**src/rtl/conva1_ifm_feeder.sv**
```systemverilog
// conva1_ifm_feeder: streams IFM pixels from memory into a conv unit FIFO and tracks window/OFM timing
// Ports:
//   clk, reset                   rising-edge clock, synchronous active-high reset
//   start                        begin one run when idle
//   ifm_stall                    pause read issue (only with CONVA1_FEEDER_STALL_EN defined)
//   ifm_enable_read/ifm_address  IFM memory read strobe and address
//   ifm_data_out                 IFM read data, valid one cycle after the strobe
//   unit_data_in/fifo_enable     pixel and push strobe toward the conv unit FIFO
//   conv_enable                  FIFO holds a complete window
//   ofm_valid/ofm_address/ofm_channel  conv result valid, its OFM index and input channel
//   busy, done                   run in progress, one-cycle end-of-run pulse
// Macro CONVA1_FEEDER_STALL_EN enables ifm_stall; otherwise the stall input is ignored.
module conva1_ifm_feeder #(
    parameter int DATA_WIDTH   = 32,
    parameter int ADDRESS_BITS = 15,
    parameter int IFM_SIZE     = 32,
    parameter int IFM_DEPTH    = 3,
    parameter int KERNAL_SIZE  = 5,
    parameter int CONV_LATENCY = 1
) (
    input  logic                    clk,
    input  logic                    reset,
    input  logic                    start,
    input  logic                    ifm_stall,
    output logic                    ifm_enable_read,
    output logic [ADDRESS_BITS-1:0] ifm_address,
    input  logic [DATA_WIDTH-1:0]   ifm_data_out,
    output logic [DATA_WIDTH-1:0]   unit_data_in,
    output logic                    fifo_enable,
    output logic                    conv_enable,
    output logic                    ofm_valid,
    output logic [$clog2((IFM_SIZE-KERNAL_SIZE+1)**2)-1:0] ofm_address,
    output logic [$clog2(IFM_DEPTH):0] ofm_channel,
    output logic                    busy,
    output logic                    done
);
    localparam int OW  = IFM_SIZE - KERNAL_SIZE + 1;
    localparam int OAW = $clog2(OW * OW);
    localparam int CHW = $clog2(IFM_DEPTH) + 1;
    localparam int PW  = $clog2(IFM_SIZE);
    localparam int L   = CONV_LATENCY;

    typedef enum logic [1:0] {IDLE, STREAM, DRAIN} state_t;

    state_t                  state_q, state_d;
    logic [PW-1:0]           col_q, col_d, row_q, row_d, pcol_q, pcol_d, prow_q, prow_d;
    logic [CHW-1:0]          ch_q, ch_d, pch_q, pch_d, cch_q, cch_d;
    logic [ADDRESS_BITS-1:0] addr_q, addr_d;
    logic                    push_q, push_d, conv_q, conv_d;
    logic [OAW-1:0]          caddr_q, caddr_d;
    logic [L-1:0]            dv_q, dv_d;
    logic [OAW-1:0]          da_q [L];
    logic [OAW-1:0]          da_d [L];
    logic [CHW-1:0]          dc_q [L];
    logic [CHW-1:0]          dc_d [L];
    logic                    stall, rd, col_last, row_last, ch_last, last_px, win;

`ifdef CONVA1_FEEDER_STALL_EN
    assign stall = ifm_stall;
`else
    assign stall = ifm_stall & 1'b0;
`endif

    always_comb begin
        rd       = state_q == STREAM && !stall;
        col_last = col_q == PW'(IFM_SIZE - 1);
        row_last = row_q == PW'(IFM_SIZE - 1);
        ch_last  = ch_q == CHW'(IFM_DEPTH - 1);
        last_px  = col_last && row_last && ch_last;
        // Row/column restart every channel; the linear address runs on and wraps to 0 at run end.
        col_d    = rd ? (col_last ? '0 : col_q + PW'(1)) : col_q;
        row_d    = rd && col_last ? (row_last ? '0 : row_q + PW'(1)) : row_q;
        ch_d     = rd && col_last && row_last ? (ch_last ? '0 : ch_q + CHW'(1)) : ch_q;
        addr_d   = rd ? (last_px ? '0 : addr_q + ADDRESS_BITS'(1)) : addr_q;
        push_d   = rd;
        prow_d   = row_q;
        pcol_d   = col_q;
        pch_d    = ch_q;
        win      = push_q && prow_q >= PW'(KERNAL_SIZE - 1) && pcol_q >= PW'(KERNAL_SIZE - 1);
        conv_d   = win;
        caddr_d  = win ? OAW'((32'(prow_q) - 32'(KERNAL_SIZE - 1)) * 32'(OW)
                              + 32'(pcol_q) - 32'(KERNAL_SIZE - 1)) : '0;
        cch_d    = win ? pch_q : '0;
        dv_d     = L'({dv_q, conv_q});
        da_d[0]  = caddr_q;
        dc_d[0]  = cch_q;
        for (int i = 1; i < L; i++) begin
            da_d[i] = da_q[i-1];
            dc_d[i] = dc_q[i-1];
        end
        // The run ends once every issued pixel has left the push/window/latency pipeline.
        done     = state_q == DRAIN && !(push_q || conv_q || |dv_q);
        state_d  = state_q == IDLE   ? (start ? STREAM : IDLE) :
                   state_q == STREAM ? (rd && last_px ? DRAIN : STREAM) :
                                       (done ? IDLE : DRAIN);
        busy            = state_q != IDLE;
        ifm_enable_read = rd;
        ifm_address     = addr_q;
        unit_data_in    = ifm_data_out;
        fifo_enable     = push_q;
        conv_enable     = conv_q;
        ofm_valid       = dv_q[L-1];
        ofm_address     = da_q[L-1];
        ofm_channel     = dc_q[L-1];
    end

    always_ff @(posedge clk) begin
        if (reset) begin
            state_q <= IDLE;
            col_q   <= '0;
            row_q   <= '0;
            ch_q    <= '0;
            addr_q  <= '0;
            push_q  <= 1'b0;
            prow_q  <= '0;
            pcol_q  <= '0;
            pch_q   <= '0;
            conv_q  <= 1'b0;
            caddr_q <= '0;
            cch_q   <= '0;
            dv_q    <= '0;
            da_q    <= '{default: '0};
            dc_q    <= '{default: '0};
        end else begin
            state_q <= state_d;
            col_q   <= col_d;
            row_q   <= row_d;
            ch_q    <= ch_d;
            addr_q  <= addr_d;
            push_q  <= push_d;
            prow_q  <= prow_d;
            pcol_q  <= pcol_d;
            pch_q   <= pch_d;
            conv_q  <= conv_d;
            caddr_q <= caddr_d;
            cch_q   <= cch_d;
            dv_q    <= dv_d;
            da_q    <= da_d;
            dc_q    <= dc_d;
        end
    end
endmodule

```
**config.mk**
```make
export PLATFORM = sky130hd
export DESIGN_NAME = conva1_ifm_feeder
export DESIGN_NICKNAME = d
export VERILOG_FILES = /design/src/rtl/conva1_ifm_feeder.sv
export SDC_FILE = /design/constraint.sdc
export NUM_CORES = 1
export LEC_CHECK = 0
export ABC_AREA = 1
export CORE_MARGIN = 2
export CORE_UTILIZATION = 48
export CTS_CLUSTER_DIAMETER = 40
export DETAILED_ROUTE_END_ITERATION = 6
export PLACE_DENSITY = 0.8
export SYNTH_ARGS = -nofsm -noshare
export SYNTH_HDL_FRONTEND = slang
export SYNTH_SLANG_ARGS = --single-unit
```
**constraint.sdc**
```tcl
create_clock -name clk -period 3.34 [get_ports clk]
set_input_delay 0.668 -clock clk [delete_from_list [all_inputs] [get_ports clk]]
set_output_delay 0.668 -clock clk [all_outputs]
set_load 0.05 [all_outputs]
```
==> impl_metrics.toml, run 1 <==
[timing]
finClkSkew_ns = 0.00985
hold_viol = 0
setup_viol = 0
min_period_over_period = 0.925
timing.setup.tns_ns = 0
slew_at_the_pin_closest_to_its_max_slew_limit_ns = 0.514
fmax_ghz = 0.324
timing.max_slew.rel_slack = 0.656
final_max_slew_viol_count = 0
final.min_clock_period_ns = 3.09

[synthesis]
yosys_most_used_dff = "sky130_fd_sc_hd__dfxtp_1"
post_synth_inst_count = 459
synth_nets = 521
synth_top_area_frac = 0.401
yosys_warnings = 0
synth_edf_count = 0
post_synth.cell_area_avg_um2 = 7.84
async_reset_ff_frac = 0
synth-seq-area-share = 0.401
distinct_cell_type_count_after_synthesis = 36
synth.largest_area_cell = "sky130_fd_sc_hd__dfxtp_1"
syn_area_mm2 = 0.00360
synth_top_cells_by_area = "sky130_fd_sc_hd__dfxtp_1, sky130_fd_sc_hd__inv_1, sky130_fd_sc_hd__ha_1"
number_of_flip_flops_and_latches_in_the_synthesized_netlist = 72

[floorplan]
fp.dieH_um = 90.6
placementRows = 31
io-pin-count = 102
design.core.area_mm2 = 0.00725
starting_density_of_the_core = 0.496
die_area_mm2 = 0.00821
floorplan.die.width_um = 90.6

[clocking]
htreeDepth = 3
tritoncts = "built"
cts_root_buffer = "sky130_fd_sc_hd__clkbuf_8"
cts.clk_slew.worst_paths_ns = 0.07
tritoncts.num_buffers = 9
worstSkewPairLatency_ns = 0.33
max-clock-path-buffers = 2
post-cts-setup-buffer-count = 0
clock_sinks = 72

[finish]
areaGrowthSynthToFinish_pct = 12.6
drive_above_1_share = 0.0779
instances_no_fill = 574
total_non_filler_cell_area_in_the_finished_layout_mm2 = 0.00405
nets_final = 532
layout.core_utilization = 0.559
final_cell_mix = "sky130_fd_sc_hd__inv_1, sky130_fd_sc_hd__dfxtp_1, sky130_fd_sc_hd__nor2_1, sky130_fd_sc_hd__nand2_1, sky130_fd_sc_hd__clkdlybuf4s50_1"
most_common_cell_after_layout_fill_and_taps_aside = "sky130_fd_sc_hd__inv_1"
diodes_inserted = 0

[placed_design]
count_of_placed_standard_cells_including_taps = 558
place_congestion = 0.842
io_buffer_count = 36
placed_cell_area_mm2 = 0.00383
dp_hpwl_um = 4810

[setup_path]
timing_worst_setup_path_type = "reg -> reg"
worst-r2r-cell-count = 15
critPathMaxFanout = 6
worstPathRequired_ns = 3.57
cpLargestDelayFamily = "adder cells"
timing.reg2reg.setup_slack_ns = 0.25
timing.critical_path.arrival_ns = 3.31
worst_setup_path_end_kind = "register"
crit_path_cell_trace = "inv_1, ha_4, ha_1, xnor2_1, xor2_1, ha_1, xor2_2, inv_1, ha_1, a21oi_1, nand2_1, nand3_1, nand2_1, a21oi_1, nor2_1"
path_buf_inv = 2
max_incr_delay_on_cp_ns = 0.40
critPathLaunchType = "register"
worst_path_most_repeated_cell = "sky130_fd_sc_hd__ha_1"
slowest_stage = "sky130_fd_sc_hd__ha_1"
reg2reg_to = "caddr_q[9]$_SDFF_PP0_"
rr_startpoint = "prow_q[2]$_SDFF_PP0_"

[worst_hold_path]
worstHoldStart = "caddr_q[8]$_SDFF_PP0_"
hold_path.class = "reg -> reg"
hold_path_end = "ofm_address[8]$_SDFF_PP0_"
whs_path_depth = 2

[detailed_routing]
route.detailed.vias_per_inst = 4.74
detail_route.wirelength_um = 6250
drt_antenna_net_count = 0
count_of_unresolved_drc_violations_after_routing = 0
firstDrtPassIters = 6
routedWlPerCell_um = 10.9
drt_first_iter_violations = 106
num_vias = 2719

[pwr]
p_leak_nw = 1.67
power.ir.vdd_worst_uv = 290
total_power_mw = 1.69
power_per_cell_area_mw_per_mm2 = 416

[grt]
antenna_found_initial = 0
first_global_vias = 2661
grt_first_pass_wirelength_um = 11200
grt-ovfl-total = 0
grt_start_max_net_pins = 26
groute.usage.overall = 0.164

[job]
max_cap_violations = 0

[outcome]
status = "complete, no violations"
==> worst max-delay path by stage <==
stage / start / end / slack (ns) / cells past startpoint
4_1_cts: prow_q[2]$_SDFF_PP0_ / caddr_q[9]$_SDFF_PP0_ / 0.09 / 16
3_3_place_gp: prow_q[2]$_SDFF_PP0_ / caddr_q[9]$_SDFF_PP0_ / 0.19 / 15
3_5_place_dp: prow_q[2]$_SDFF_PP0_ / caddr_q[9]$_SDFF_PP0_ / 0.10 / 15
2_1_floorplan: prow_q[2]$_SDFF_PP0_ / caddr_q[9]$_SDFF_PP0_ / 0.36 / 15
5_1_grt: prow_q[2]$_SDFF_PP0_ / caddr_q[9]$_SDFF_PP0_ / -0.005 / 16
6_report: prow_q[2]$_SDFF_PP0_ / caddr_q[9]$_SDFF_PP0_ / 0.25 / 15
==> per-layer routing <==
layer / up-vias / global-route usage / share of wire
li1: 1417 / - / -
met1: 1235 / 0.189 / 0.44
met2: 51 / 0.285 / 0.50
met3: 16 / 0.0392 / 0.040
met4: 0 / 0.0782 / 0.018
met5: - / 0 / 0
==> logic make-up after synthesis <==
logic type               after synthesis  share of synthesized area
AO/OA/AOI/OAI                         44                     0.0727
XOR/XNOR                               9                     0.0219
adder cells (fa/ha/maj)               26                     0.0987
buffers and inverters                131                      0.171
flip-flops                            72                      0.401
AND/OR/NAND/NOR                      177                      0.235
==> flip-flops by register name, summed over array words and instances (netlist names), 5 cells and up <==
name	count
col_q	5
caddr_q	10
pcol_q	5
ifm_address	15
prow_q	5
ofm_address	10
prow_d	5
==> where the power goes <==
part	internal (mW)	switching [mW]	total (mW)
clock	0.384	0.297	0.682
combinational	0.0351	0.0864	0.122
sequential	0.872	0.0100	0.882
==> through the flow <==
step,setup WS (ns),hold WS (ns)
final,0.252,0.401
after CTS,0.0855,0.402
after global routing,-0.00499,0.409
after detailed placement,0.104,0.393
after global placement,0.194,0.390
after floorplan,0.357,0.388
==> synthesized netlist by cell type, types with 2 or more instances <==
cell,n
sky130_fd_sc_hd__a21oi_1,23
sky130_fd_sc_hd__nand2_1,55
sky130_fd_sc_hd__inv_2,3
sky130_fd_sc_hd__nor4_1,2
sky130_fd_sc_hd__o22a_1,2
sky130_fd_sc_hd__o21ai_0,10
sky130_fd_sc_hd__nor4_4,2
sky130_fd_sc_hd__nand3_1,26
sky130_fd_sc_hd__dfxtp_1,72
sky130_fd_sc_hd__xnor2_1,3
sky130_fd_sc_hd__o21a_1,2
sky130_fd_sc_hd__nor3_1,16
sky130_fd_sc_hd__a211oi_1,2
sky130_fd_sc_hd__ha_1,22
sky130_fd_sc_hd__buf_4,32
sky130_fd_sc_hd__fa_1,4
sky130_fd_sc_hd__nor2_1,62
sky130_fd_sc_hd__nand3_2,4
sky130_fd_sc_hd__nand4_1,2
sky130_fd_sc_hd__inv_1,89
sky130_fd_sc_hd__xor2_1,6
sky130_fd_sc_hd__clkbuf_1,4
sky130_fd_sc_hd__o21ai_2,2
sky130_fd_sc_hd__inv_4,2
==> worst register-to-register path, delay by kind of cell, from the launching register on <==
| family | cells | cell delay, ns |
|---|---|---|
| AND/OR/NAND/NOR | 4 | 0.35 |
| flip-flops | 1 | 0.38 |
| XOR/XNOR | 3 | 0.52 |
| buffers and inverters | 2 | 0.21 |
| AO/OA/AOI/OAI | 2 | 0.29 |
| adder cells (fa/ha/maj) | 4 | 1.26 |
==> cell type report <==
| cell class | count | area [um^2] |
|---|---|---|
| Multi-Input combinational cell | 256 | 1560 |
| Fill cell | 662 | 3200 |
| Inverter | 94 | 358 |
| Clock buffer | 13 | 159 |
| Clock inverter | 3 | 40.0 |
| Sequential cell | 72 | 1440 |
| Tap cell | 99 | 124 |
| Timing Repair Buffer | 37 | 368 |
==> repair_timing <==
| action | CTS | global route |
|---|---|---|
| resized for setup | 0 | 3 |
| hold buffers | 0 | 0 |
| setup endpoints to repair | 0 | 2 |
Power figures use the tool's default switching activity.
==> run 2, diff against run 1 <==
Settings changed: CORE_ASPECT_RATIO from default to 0.9.
==> impl_metrics.toml, run 2 (synthesized netlist as in run 1, its figures left out) <==
[placed_design]
dp_hpwl_um = 4770
place_congestion = 0.835
io_buffer_count = 36

[finish]
largest_reg_flops = 15
layout.core_utilization = 0.565
areaGrowthSynthToFinish_pct = 12.2
nets_final = 533
area.sequential_mm2 = 0.00144
final_cell_mix = "sky130_fd_sc_hd__inv_1, sky130_fd_sc_hd__dfxtp_1, sky130_fd_sc_hd__nor2_1, sky130_fd_sc_hd__nand2_1, sky130_fd_sc_hd__clkdlybuf4s50_1"
most_common_cell_after_layout_fill_and_taps_aside = "sky130_fd_sc_hd__inv_1"
diodes_inserted = 0
drive_above_1_share = 0.0840
multi_input_area_mm2 = 0.00158
fillers = 618

[clocking]
tritoncts.num_buffers = 9
resize_count_post_cts = 0
worstSkewPairLatency_ns = 0.33
tritoncts = "built"
cts_root_buffer = "sky130_fd_sc_hd__clkbuf_8"
cts.clk_slew.worst_paths_ns = 0.07
max-clock-path-buffers = 2
clock_sinks = 72
post-cts-setup-buffer-count = 0
cts-hold-fix-buffers = 0
htreeDepth = 3

[pwr]
power.ir.vdd_worst_uv = 173
clock_power_share = 0.371
combinationalPowerShare = 0.077
internal_power_mw = 1.20
power_frac_seq = 0.552
total_power_mw = 1.60
switchingPower_mw = 0.401
p_leak_nw = 1.66
power_per_cell_area_mw_per_mm2 = 396
power.switching_fraction = 0.251

[timing]
min_period_over_period = 0.942
setup_viol = 0
slew_at_the_pin_closest_to_its_max_slew_limit_ns = 0.521
final.min_clock_period_ns = 3.15
holdWs_ns = 0.401
timing.max_slew.rel_slack = 0.652
fmax_ghz = 0.318
finClkSkew_ns = 0.00689
hold_viol = 0
final_max_slew_viol_count = 0

[floorplan]
starting_density_of_the_core = 0.503
placementRows = 29
die_area_mm2 = 0.00821
floorplan.die.width_um = 95.3
design.core.area_mm2 = 0.00715
fp.dieH_um = 86.1
io-pin-count = 102

[setup_path]
timing_worst_setup_path_type = "reg -> reg"
worstPathRequired_ns = 3.56
path_buf_inv = 2
timing.reg2reg.setup_slack_ns = 0.19
cpLargestDelayFamily = "adder cells"
timing.critical_path.arrival_ns = 3.37
crit_path_cell_trace = "inv_1, ha_4, ha_1, xnor2_2, xor2_1, ha_2, xor2_2, inv_1, ha_1, a21oi_1, nand2_1, nand3_1, nand2_1, a21oi_1, nor2_1"
critPathMaxFanout = 6
max_incr_delay_on_cp_ns = 0.38
slowest_stage = "sky130_fd_sc_hd__dfxtp_2"
worst_setup_path_end_kind = "register"
critPathLaunchType = "register"

[detailed_routing]
num_vias = 2706
detail_route.wirelength_um = 6370
drt_antenna_net_count = 0
route.detailed.vias_per_inst = 4.76
routedWlPerCell_um = 11.2
count_of_unresolved_drc_violations_after_routing = 0
firstDrtPassIters = 4
drt_first_iter_violations = 95

[grt]
grt_first_pass_wirelength_um = 10500
antenna_found_initial = 0
grt_start_max_net_pins = 20
first_global_vias = 2515
groute.usage.overall = 0.160
grt-ovfl-total = 0

[worst_hold_path]
hold_path.class = "reg -> reg"

[outcome]
status = "complete, no violations"

[job]
max_cap_violations = 0
## run 2: path summary, 6_finish.rpt
path / start / to / cells after the start
hold reg to reg: caddr_q[6]$_SDFF_PP0_ / ofm_address[6]$_SDFF_PP0_ / 2
setup / recovery: prow_q[2]$_SDFF_PP0_ / caddr_q[9]$_SDFF_PP0_ / 15
hold / removal: caddr_q[6]$_SDFF_PP0_ / ofm_address[6]$_SDFF_PP0_ / 2
setup reg to reg: prow_q[2]$_SDFF_PP0_ / caddr_q[9]$_SDFF_PP0_ / 15
## run 2: layout make-up
type	instances	area share
clock inverters	3	0.00434
well taps	93	0.0288
multi-input cells	256	0.391
clock buffers	13	0.0369
flip-flops and latches	72	0.357
repair buffers	38	0.0930
inverters	94	0.0887
## run 2: stage by stage
step | instance area, um^2 | setup slack [ns] | TNS [ns] | instances
3_5_place_dp | 3830 | 0.0189 | 0 | 553
6_report | 4040 | 0.194 | 0 | 569
2_1_floorplan | 3600 | 0.357 | 0 | 459
5_1_grt | 4040 | -0.0182 | -0.0182 | 569
4_1_cts | 4000 | 0.000169 | 0 | 569
3_3_place_gp | 3830 | 0.192 | 0 | 553
## run 2: worst min-delay path: cells and delay by family (launching register included)
family / cells / cell delay, ns
DFF: 1 / 0.30
and+or+nand+nor: 1 / 0.03
buffers and inverters: 1 / 0.04
## run 2: routing by layer
layer | vias up | track usage | part of all wire
met2 | 67 | 0.262 | 0.47
met5 | - | 0 | 0
met3 | 26 | 0.0334 | 0.048
met4 | 0 | 0.0843 | 0.025
met1 | 1187 | 0.195 | 0.46
li1 | 1426 | - | -
## run 2: power by group through the flow
stage	sequential [mW]	combinational (mW)	clock, mW
floorplan	0.911	0.180	0
global placement	0.901	0.119	0
detailed placement	0.902	0.122	0
CTS	0.882	0.123	0.602
global route	0.884	0.134	0.635
finish	0.882	0.123	0.592
